## config.mk

```make
export PLATFORM = sky130hd
export DESIGN_NAME = mem_wb_pipe_reg
export DESIGN_NICKNAME = d
export VERILOG_FILES = /design/src/rtl/cpu_pipe_pkg.sv /design/src/rtl/pipe_skid_buf.sv /design/src/rtl/mem_wb_pipe_reg.sv
export SDC_FILE = /design/constraint.sdc
export NUM_CORES = 1
export LEC_CHECK = 0
export CAP_MARGIN = 20
export CELL_PAD_IN_SITES_DETAIL_PLACEMENT = 1
export CELL_PAD_IN_SITES_GLOBAL_PLACEMENT = 2
export CORE_ASPECT_RATIO = 1.4
export CORE_MARGIN = 4
export CORE_UTILIZATION = 30
export DETAILED_ROUTE_END_ITERATION = 8
export PLACE_DENSITY = 0.9
export SLEW_MARGIN = 20
export SYNTH_ARGS = -nofsm -noshare
export SYNTH_HDL_FRONTEND = slang
export SYNTH_SLANG_ARGS = --single-unit
```

## constraint.sdc

```tcl
create_clock -name clk -period 2.1 [get_ports clk]
set_input_delay 0.42 -clock clk [delete_from_list [all_inputs] [get_ports clk]]
set_output_delay 0.42 -clock clk [all_outputs]
set_load 0.1 [all_outputs]
```

## src/rtl/cpu_pipe_pkg.sv

```systemverilog
// Shared MEM->WB pipeline types.
// Contents:
//   MEMWB_* : default field widths.
//   EMPTY / HEAD / FULL : skid-buffer state encodings.
//   skid_state_e : state enum built on those encodings.
//   mem_wb_t : MEM->WB bus payload at the default widths.
package cpu_pipe_pkg;

  localparam int unsigned MEMWB_XLEN   = 32;
  localparam int unsigned MEMWB_REG_AW = 5;
  localparam int unsigned MEMWB_PC_W   = 32;

  localparam logic [1:0] EMPTY = 2'd0;
  localparam logic [1:0] HEAD  = 2'd1;
  localparam logic [1:0] FULL  = 2'd2;

  typedef enum logic [1:0] {
    S_EMPTY = EMPTY,
    S_HEAD  = HEAD,
    S_FULL  = FULL
  } skid_state_e;

  typedef struct packed {
    logic                    wb_en;
    logic                    mem_r_en;
    logic [MEMWB_XLEN-1:0]   alu_result;
    logic [MEMWB_XLEN-1:0]   mem_rdata;
    logic [MEMWB_REG_AW-1:0] dest;
    logic [MEMWB_PC_W-1:0]   pc;
  } mem_wb_t;

endpackage

```

## src/rtl/pipe_skid_buf.sv

```systemverilog
// Generic 2-entry skid buffer with a registered upstream ready.
// Ports:
//   clk, rst_n           : clock, synchronous active-low reset
//   flush                : drop all held entries (wins over the handshake)
//   in_valid/in_ready    : upstream handshake, in_ready is registered
//   in_data              : upstream payload
//   out_valid/out_ready  : downstream handshake, out_valid is registered
//   out_data             : head payload
module pipe_skid_buf
  import cpu_pipe_pkg::*;
#(
  parameter int unsigned W = 8
) (
  input  logic         clk,
  input  logic         rst_n,
  input  logic         flush,
  input  logic         in_valid,
  output logic         in_ready,
  input  logic [W-1:0] in_data,
  output logic         out_valid,
  input  logic         out_ready,
  output logic [W-1:0] out_data
);

  skid_state_e  state_q, state_d;
  logic [W-1:0] head_q, head_d;
  logic [W-1:0] skid_q, skid_d;
  logic         in_ready_q, in_ready_d;
  logic         acc, pop;

  assign acc = in_valid & in_ready_q;
  assign pop = (state_q != S_EMPTY) & out_ready;

  // Next-state and payload steering; flush clears valid only, data is kept.
  always_comb begin
    state_d = state_q;
    head_d  = head_q;
    skid_d  = skid_q;
    case (state_q)
      S_EMPTY: begin
        if (acc) begin
          state_d = S_HEAD;
          head_d  = in_data;
        end
      end
      S_HEAD: begin
        if (acc && !pop) begin
          state_d = S_FULL;
          skid_d  = in_data;
        end else if (pop && !acc) begin
          state_d = S_EMPTY;
        end else if (acc && pop) begin
          head_d = in_data;
        end
      end
      S_FULL: begin
        if (pop) begin
          state_d = S_HEAD;
          head_d  = skid_q;
        end
      end
      default: state_d = S_EMPTY;
    endcase
    if (flush) begin
      state_d = S_EMPTY;
    end
    // Ready looks only at our own next state, never at out_ready directly.
    in_ready_d = (state_d != S_FULL);
  end

  always_ff @(posedge clk) begin
    if (!rst_n) begin
      state_q    <= S_EMPTY;
      head_q     <= '0;
      skid_q     <= '0;
      in_ready_q <= 1'b0;
    end else begin
      state_q    <= state_d;
      head_q     <= head_d;
      skid_q     <= skid_d;
      in_ready_q <= in_ready_d;
    end
  end

  assign in_ready  = in_ready_q;
  assign out_valid = (state_q != S_EMPTY);
  assign out_data  = head_q;

endmodule

```

## src/rtl/mem_wb_pipe_reg.sv

```systemverilog
// MEM->WB pipeline register: skid-buffered handshake, writeback data select
// and forwarding qualifier for the hazard unit.
// Optional feature macro: MEMWB_PERF_CNT_EN adds stall_cnt / bubble_cnt.
// Ports:
//   clk, rst_n, flush          : clock, sync active-low reset, pipeline flush
//   in_valid/in_ready + in_*   : MEM stage entry
//   out_valid/out_ready + out_*: head entry toward WB
//   wb_data                    : load ? mem_rdata : alu_result of the head
//   fwd_valid                  : head will write a non-zero register
//   stall_cnt, bubble_cnt      : saturating perf counters (macro only)
module mem_wb_pipe_reg
  import cpu_pipe_pkg::*;
#(
  parameter int unsigned XLEN   = MEMWB_XLEN,
  parameter int unsigned REG_AW = MEMWB_REG_AW,
  parameter int unsigned PC_W   = MEMWB_PC_W
`ifdef MEMWB_PERF_CNT_EN
  ,
  parameter int unsigned CNT_W  = 16
`endif
) (
  input  logic              clk,
  input  logic              rst_n,
  input  logic              flush,
  input  logic              in_valid,
  output logic              in_ready,
  input  logic              in_wb_en,
  input  logic              in_mem_r_en,
  input  logic [XLEN-1:0]   in_alu_result,
  input  logic [XLEN-1:0]   in_mem_rdata,
  input  logic [REG_AW-1:0] in_dest,
  input  logic [PC_W-1:0]   in_pc,
  output logic              out_valid,
  input  logic              out_ready,
  output logic              out_wb_en,
  output logic              out_mem_r_en,
  output logic [XLEN-1:0]   out_alu_result,
  output logic [XLEN-1:0]   out_mem_rdata,
  output logic [REG_AW-1:0] out_dest,
  output logic [PC_W-1:0]   out_pc,
  output logic [XLEN-1:0]   wb_data,
  output logic              fwd_valid
`ifdef MEMWB_PERF_CNT_EN
  ,
  output logic [CNT_W-1:0]  stall_cnt,
  output logic [CNT_W-1:0]  bubble_cnt
`endif
);

  // Same layout as mem_wb_t, sized by this instance's parameters.
  typedef struct packed {
    logic              wb_en;
    logic              mem_r_en;
    logic [XLEN-1:0]   alu_result;
    logic [XLEN-1:0]   mem_rdata;
    logic [REG_AW-1:0] dest;
    logic [PC_W-1:0]   pc;
  } entry_t;

  localparam int unsigned EntryW = $bits(entry_t);

  entry_t in_entry, head;

  assign in_entry = '{
    wb_en:      in_wb_en,
    mem_r_en:   in_mem_r_en,
    alu_result: in_alu_result,
    mem_rdata:  in_mem_rdata,
    dest:       in_dest,
    pc:         in_pc
  };

  pipe_skid_buf #(
    .W(EntryW)
  ) u_skid (
    .clk       (clk),
    .rst_n     (rst_n),
    .flush     (flush),
    .in_valid  (in_valid),
    .in_ready  (in_ready),
    .in_data   (in_entry),
    .out_valid (out_valid),
    .out_ready (out_ready),
    .out_data  (head)
  );

  assign out_mem_r_en   = head.mem_r_en;
  assign out_alu_result = head.alu_result;
  assign out_mem_rdata  = head.mem_rdata;
  assign out_dest       = head.dest;
  assign out_pc         = head.pc;

  // x0 is hardwired zero: never report a write to it.
  assign out_wb_en = head.wb_en & (head.dest != '0);
  assign wb_data   = head.mem_r_en ? head.mem_rdata : head.alu_result;
  assign fwd_valid = out_valid & out_wb_en;

`ifdef MEMWB_PERF_CNT_EN
  logic [CNT_W-1:0] stall_cnt_q;
  logic [CNT_W-1:0] bubble_cnt_q;

  // Saturating counters; flush deliberately does not clear them.
  always_ff @(posedge clk) begin
    if (!rst_n) begin
      stall_cnt_q  <= '0;
      bubble_cnt_q <= '0;
    end else begin
      if (out_valid && !out_ready && (stall_cnt_q != '1)) begin
        stall_cnt_q <= stall_cnt_q + CNT_W'(1);
      end
      if (!out_valid && (bubble_cnt_q != '1)) begin
        bubble_cnt_q <= bubble_cnt_q + CNT_W'(1);
      end
    end
  end

  assign stall_cnt  = stall_cnt_q;
  assign bubble_cnt = bubble_cnt_q;
`endif

endmodule

```

# ---- Yosys cells after proc, flatten, opt, wreduce, memory -nomap -nowiden
# Index checks and enable logic that the tools add are counted.
# W data, S select, Z words.
dict set report totals {
  ff_bits 209
  latchBits 0
  ram_bits 0
  rom_bits 0
  in_bits 108
  n_memories 0
}
dict set report op_classes {
  n_addsub 0
  multipliers 0
  div_mod_pow 0
  magnitude_cmp 0
  eq_ne 8
  shift 0
  mux 13
  bitwise 4
  n_reduce_logical 11
}
# cell count
set op_table {}
lappend op_table {{$mux W103} 5}
lappend op_table {{$pmux W103 S3} 1}
lappend op_table {{$mux W32} 1}
lappend op_table {{$mux W2} 5}
lappend op_table {{$ne A2 B1 Y1 const B} 3}
lappend op_table {{$ne A2 B2 Y1 const B} 3}
lappend op_table {{$pmux W2 S3} 1}
lappend op_table {{$reduce_and A6 Y1} 1}
lappend op_table {{$reduce_bool A5 Y1} 1}
lappend op_table {{$and A1 B1 Y1} 4}
lappend op_table {{$logic_and A1 B1 Y1} 3}
lappend op_table {{$reduce_bool A3 Y1} 1}
lappend op_table {{$eq A2 B1 Y1 const B} 1}
lappend op_table {{$eq A2 B2 Y1 const B} 1}
lappend op_table {{$logic_not A1 Y1} 2}
lappend op_table {{$logic_not A2 Y1} 1}
lappend op_table {{$reduce_and A2 Y1} 1}
lappend op_table {{$reduce_bool A2 Y1} 1}

# ---- Longest topological paths before layout
dict set report logic_depth {
  depth_word 8
  depth_mapped 7
}

# ---- By module
# A second synthesis with hierarchy kept.
dict set report hier_totals {
  cells_unflattened 965
  area_unflattened_um2 9282.7
}
# mod instances cells_each area_each_um2 seq_area_each_um2
set modules_own_cells {}
lappend modules_own_cells {pipe_skid_buf 1 924 8712.1 4184.0}
lappend modules_own_cells {mem_wb_pipe_reg 1 41 570.5 0.0}

# ---- Least setup slack after synthesis
# Ideal clock, no wire load.
dict set report synth_timing {
  path_kind {flip-flop to output port}
  start {reg u_skid.head_q[101], in the netlist u_skid.out_data[101]}
  end {out wb_data[10]}
  t_arrival_ps 2154
  required_ps 1680
  slack_ps -474
  path_stages_with_launch 4
  n_path_buf 2
  cell_sequence {dfxtp_1 clkbuf_1 clkbuf_1 mux2_2}
}
dict set report synth_between {
  elab_chain_cells 1
}
# item line
set synth_lines {}
lappend synth_lines {{start: declaration} pipe_skid_buf.sv:26} ;# logic [W-1:0] head_q, head_d;
lappend synth_lines {{start signal: assignment} pipe_skid_buf.sv:74} ;# head_q <= '0;
lappend synth_lines {{start signal: assignment} pipe_skid_buf.sv:79} ;# head_q <= head_d;
lappend synth_lines {{$mux W32} mem_wb_pipe_reg.sv:95} ;# assign wb_data = head.mem_r_en ? head.mem_rdata : head.alu_result;
lappend synth_lines {{end: declaration} mem_wb_pipe_reg.sv:41} ;# output logic [XLEN-1:0] wb_data,
# Every way passes these cells.

# ---- Worst setup path after layout
dict set report layout_timing {
  start {reg u_skid.head_q[33], in the netlist u_skid.out_data[33]}
  end {out fwd_valid}
}
dict set report layout_between {
  elab_chain_cells 3
}
# item line
set layout_lines {}
lappend layout_lines {{$reduce_bool A5 Y1} mem_wb_pipe_reg.sv:94} ;# assign out_wb_en = head.wb_en & (head.dest != '0);
lappend layout_lines {{$and A1 B1 Y1} mem_wb_pipe_reg.sv:94}
lappend layout_lines {{$and A1 B1 Y1} mem_wb_pipe_reg.sv:96} ;# assign fwd_valid = out_valid & out_wb_en;
lappend layout_lines {{end: declaration} mem_wb_pipe_reg.sv:42} ;# output logic fwd_valid
# Every way passes these cells.

==> summary.txt <==
Critical path
  • Top fanout value on the critical path: 2
  • Startpoint types: register
  • RR Startpoint: u_skid.state_q[1]$_SDFF_PN0_
  • Crit path DAT: 1.89 ns
  • Crit Path Class: register to primary output
  • CP endpoint kind: primary output
  • Flop-to-flop setup slack: about 0.27 ns
  • Worst R2R Path Depth: 6
  • Worst path required time: 1.68 ns
  • Crit Reg-Reg Endpoint: u_skid.out_data[78]$_SDFFE_PN0P_

Global route
  • Antenna violations before repair: 2
  • First-pass GRT wire length: roughly 46 mm
  • Most Crowded Layer GR: met2
  • Met1 usage: between 10% and 20%
  • Gr usage total: 15.5%
  • Vias in the first global route: 8286
  • Grt met2 use: between 20% and 30%
  • Largest net degree at the start of global routing: 54
  • Total global routing overflow: 0
  • Met3 GRT Util: 2.36%

Place
  • Hpwl dp: around 20 mm
  • Number of port buffers: roughly 250
  • RD Place Congestion: 0.718
  • Dpl cell area: between 10000 and 15000 um^2

STA
  • Final setup viols: 12
  • Max Fclk: 433 MHz
  • RSZ-0062 raised after global routing: yes
  • Slew HR: 70.0%
  • Setup Skew: 0.00948 ns
  • Crit path time final: 2.31 ns
  • Slew @ Worst Pin: ~0.45 ns
  • Worst setup margin: -0.209 ns
  • Endpoints failing hold: 0
  • Fin crit share: 110%
  • Final Max Tran Viols: 0

Cells and area
  • Post-route cell area: 13500 um^2
  • Syn-to-layout area delta: 37.0%
  • Nets: 1304
  • Share of cells above drive strength 1: between 20 and 25%
  • # fillers: about 3600

Detailed routing
  • Routed wire length: 28.7 mm
  • Post-DRT Antenna Nets: 0
  • Vias: between 7000 and 8000
  • DRT Pass-1 Iters: 4
  • Detailed-route wire length per cell: roughly 17 um
  • Vias per inst: between 4 and 5
  • DRC: 0
  • Initial DRC Count: 330

Clocking
  • Clock sinks: 209
  • Total CTS buffers: 24
  • Clock-pin slew on the worst setup and hold paths: roughly 0.06 ns
  • CTS tree: built
  • H-tree levels: 1
  • Hold Buf Count CTS: 0
  • Worst-skew pair later-pin latency: between 0.5 and 0.6 ns
  • CTS root buf: clkbuf_16
  • Clock buffer depth: 3

Yosys
  • Gate Count Post-Synth: around 1100
  • Register area share after synthesis: 42.6%
  • Avg Synthesized Cell Area: between 9 and 10 um^2
  • Post-synth EDFFs: 0
  • FF+latch count, synth: approximately 210
  • Warnings from Yosys: 0
  • Most common cell in the netlist: nand2_1
  • Post-synth ARST share: 0%
  • Yosys cell types: 27
  • Synth top area share: around 43%
  • Synth area leader: dfxtp_1
  • Most common flop cell mapped by yosys: dfxtp_1
  • Synthesized cell area: roughly 10000 um^2
  • Largest cells by area after synthesis: dfxtp_1 43%, nand2_1 12%, mux2i_1 10%
  • Commonest cells post-synth: 310 x nand2_1, 209 x dfxtp_1, 108 x buf_4, 103 x mux2i_1, 103 x o211a_1
  • Syn_nets: 1172

Floorplan
  • Die Area: about 36000 um^2
  • I/O pin cnt: ~250
  • Initial Utilization: between 30% and 40%
  • Core footprint: ~32000 um^2
  • Die Span Y: ~220 um
  • Die X: between 150 and 200 um
  • FP Rows: 78

Job
  • Max-cap viol count: 0

Power and ir drop
  • Final Total Pwr: roughly 12000 uW
  • LEAKAGE: between 0.005 and 0.006 uW
  • Pwr/cell area: around 900 nW/um^2
  • Worst vdd ir: ~0.59 mV

Hold path
  • Hold WC Path Type: primary input to register
  • Worst hold endpoint: u_skid.out_data[53]$_SDFFE_PN0P_
  • Hold wc startpoint: rst_n
  • Hold Crit Depth: 2

Outcome
  • Failing checks: setup timing
  • Status: finished with violations
per-stage QoR:
stage	util, %	TNS (ns)	worst slack (ns)	instances	hold WS (ns)
2_1_floorplan	-	0	0.0832	1064	0.435
3_3_place_gp	38.2	0	0.00766	1600	0.440
3_5_place_dp	38.2	-2.21	-0.105	1600	0.447
4_1_cts	41.7	-3.53	-0.262	1656	0.308
5_1_grt	41.6	-2.17	-0.256	1655	0.343
6_report	41.6	-0.878	-0.209	1655	0.335
area by class of cell:
| class | instances | area (um^2) | area share [%] |
|---|---|---|---|
| Multi-Input combinational cell | 670 | 4660 | 34.6 |
| Sequential cell | 209 | 4190 | 31.1 |
| Antenna cell | 2 | 5.00 | 0.0372 |
| Clock buffer | 32 | 682 | 5.06 |
| Tap cell | 440 | 551 | 4.09 |
| Timing Repair Buffer | 291 | 3220 | 23.9 |
| Clock inverter | 11 | 163 | 1.21 |
cells in the final DEF (no fill, tap or decap), types with 2 or more instances in the layout:
master / netlist / layout
nand2_1: 310 / 310
dfxtp_1: 209 / 205
buf_4: 108 / 121
clkdlybuf4s50_1: 0 / 106
mux2i_1: 103 / 103
o211a_1: 103 / 103
a21boi_0: 73 / 73
buf_12: 0 / 59
mux2_4: 0 / 32
a21boi_1: 30 / 30
clkbuf_16: 0 / 25
clkinv_2: 0 / 5
bufinv_16: 0 / 4
clkbuf_1: 40 / 4
clkbuf_8: 0 / 3
buf_8: 0 / 3
dfxtp_2: 0 / 3
diode_2: 0 / 2
buf_6: 0 / 2
kinds of logic after synthesis:
| logic type | count (synthesis) | synth area share (%) |
|---|---|---|
| AND/OR/NAND/NOR | 325 | 12.9 |
| AO/OA/AOI/OAI | 209 | 18.6 |
| flip-flops | 209 | 42.6 |
| buffers and inverters | 185 | 11.7 |
| multiplexers | 135 | 14.2 |
| XOR/XNOR | 1 | 0.0891 |
worst max-delay path, stage by stage, from the launching register on:
cell and delay, ns:
dfxtp_2 0.32, or4_4 0.53, o21a_4 0.21, and2_4 0.16, buf_12 0.16
registers in the layout, indices dropped and copies added, names as in the netlist:
signal	cells
u_skid.state_q	2
u_skid.out_data	103
u_skid.skid_q	103
u_skid.in_ready	1
routing by layer:
layer | routed length [um] | share of wire [%] | vias up
met2 | 15400 | 53 | 176
li1 | - | - | 3779
met4 | 817 | 2.8 | 0
met3 | 1120 | 3.9 | 49
met1 | 11400 | 40 | 3812
met5 | 0 | 0 | -
what timing repair did:
item,in CTS,in global routing
gates cloned,3,0
endpoints found under the setup margin,28,34
resized for setup,37,8
setup buffers,10,1
pin swaps,2,1
where the power goes:
group	leakage, uW	internal [uW]	switching (uW)
sequential	0.00171	4150	162
combinational	0.00375	1080	2290
clock	0.000419	2770	1710
how the worst max path moves through the flow:
stage                                       from                                to  slack [ns]  cells after the start
6_report        u_skid.out_data[33]$_SDFFE_PN0P_                         fwd_valid       -0.21                      4
5_1_grt         u_skid.out_data[33]$_SDFFE_PN0P_                         fwd_valid       -0.26                      4
4_1_cts         u_skid.out_data[33]$_SDFFE_PN0P_                         fwd_valid       -0.26                      4
3_5_place_dp                           out_ready    u_skid.skid_q[90]$_SDFFE_PN0N_       -0.11                      7
3_3_place_gp                            in_valid  u_skid.out_data[44]$_SDFFE_PN0P_       0.008                      7
2_1_floorplan  u_skid.out_data[101]$_SDFFE_PN0P_                       wb_data[24]        0.08                      3
Power figures use the tool's default switching activity.
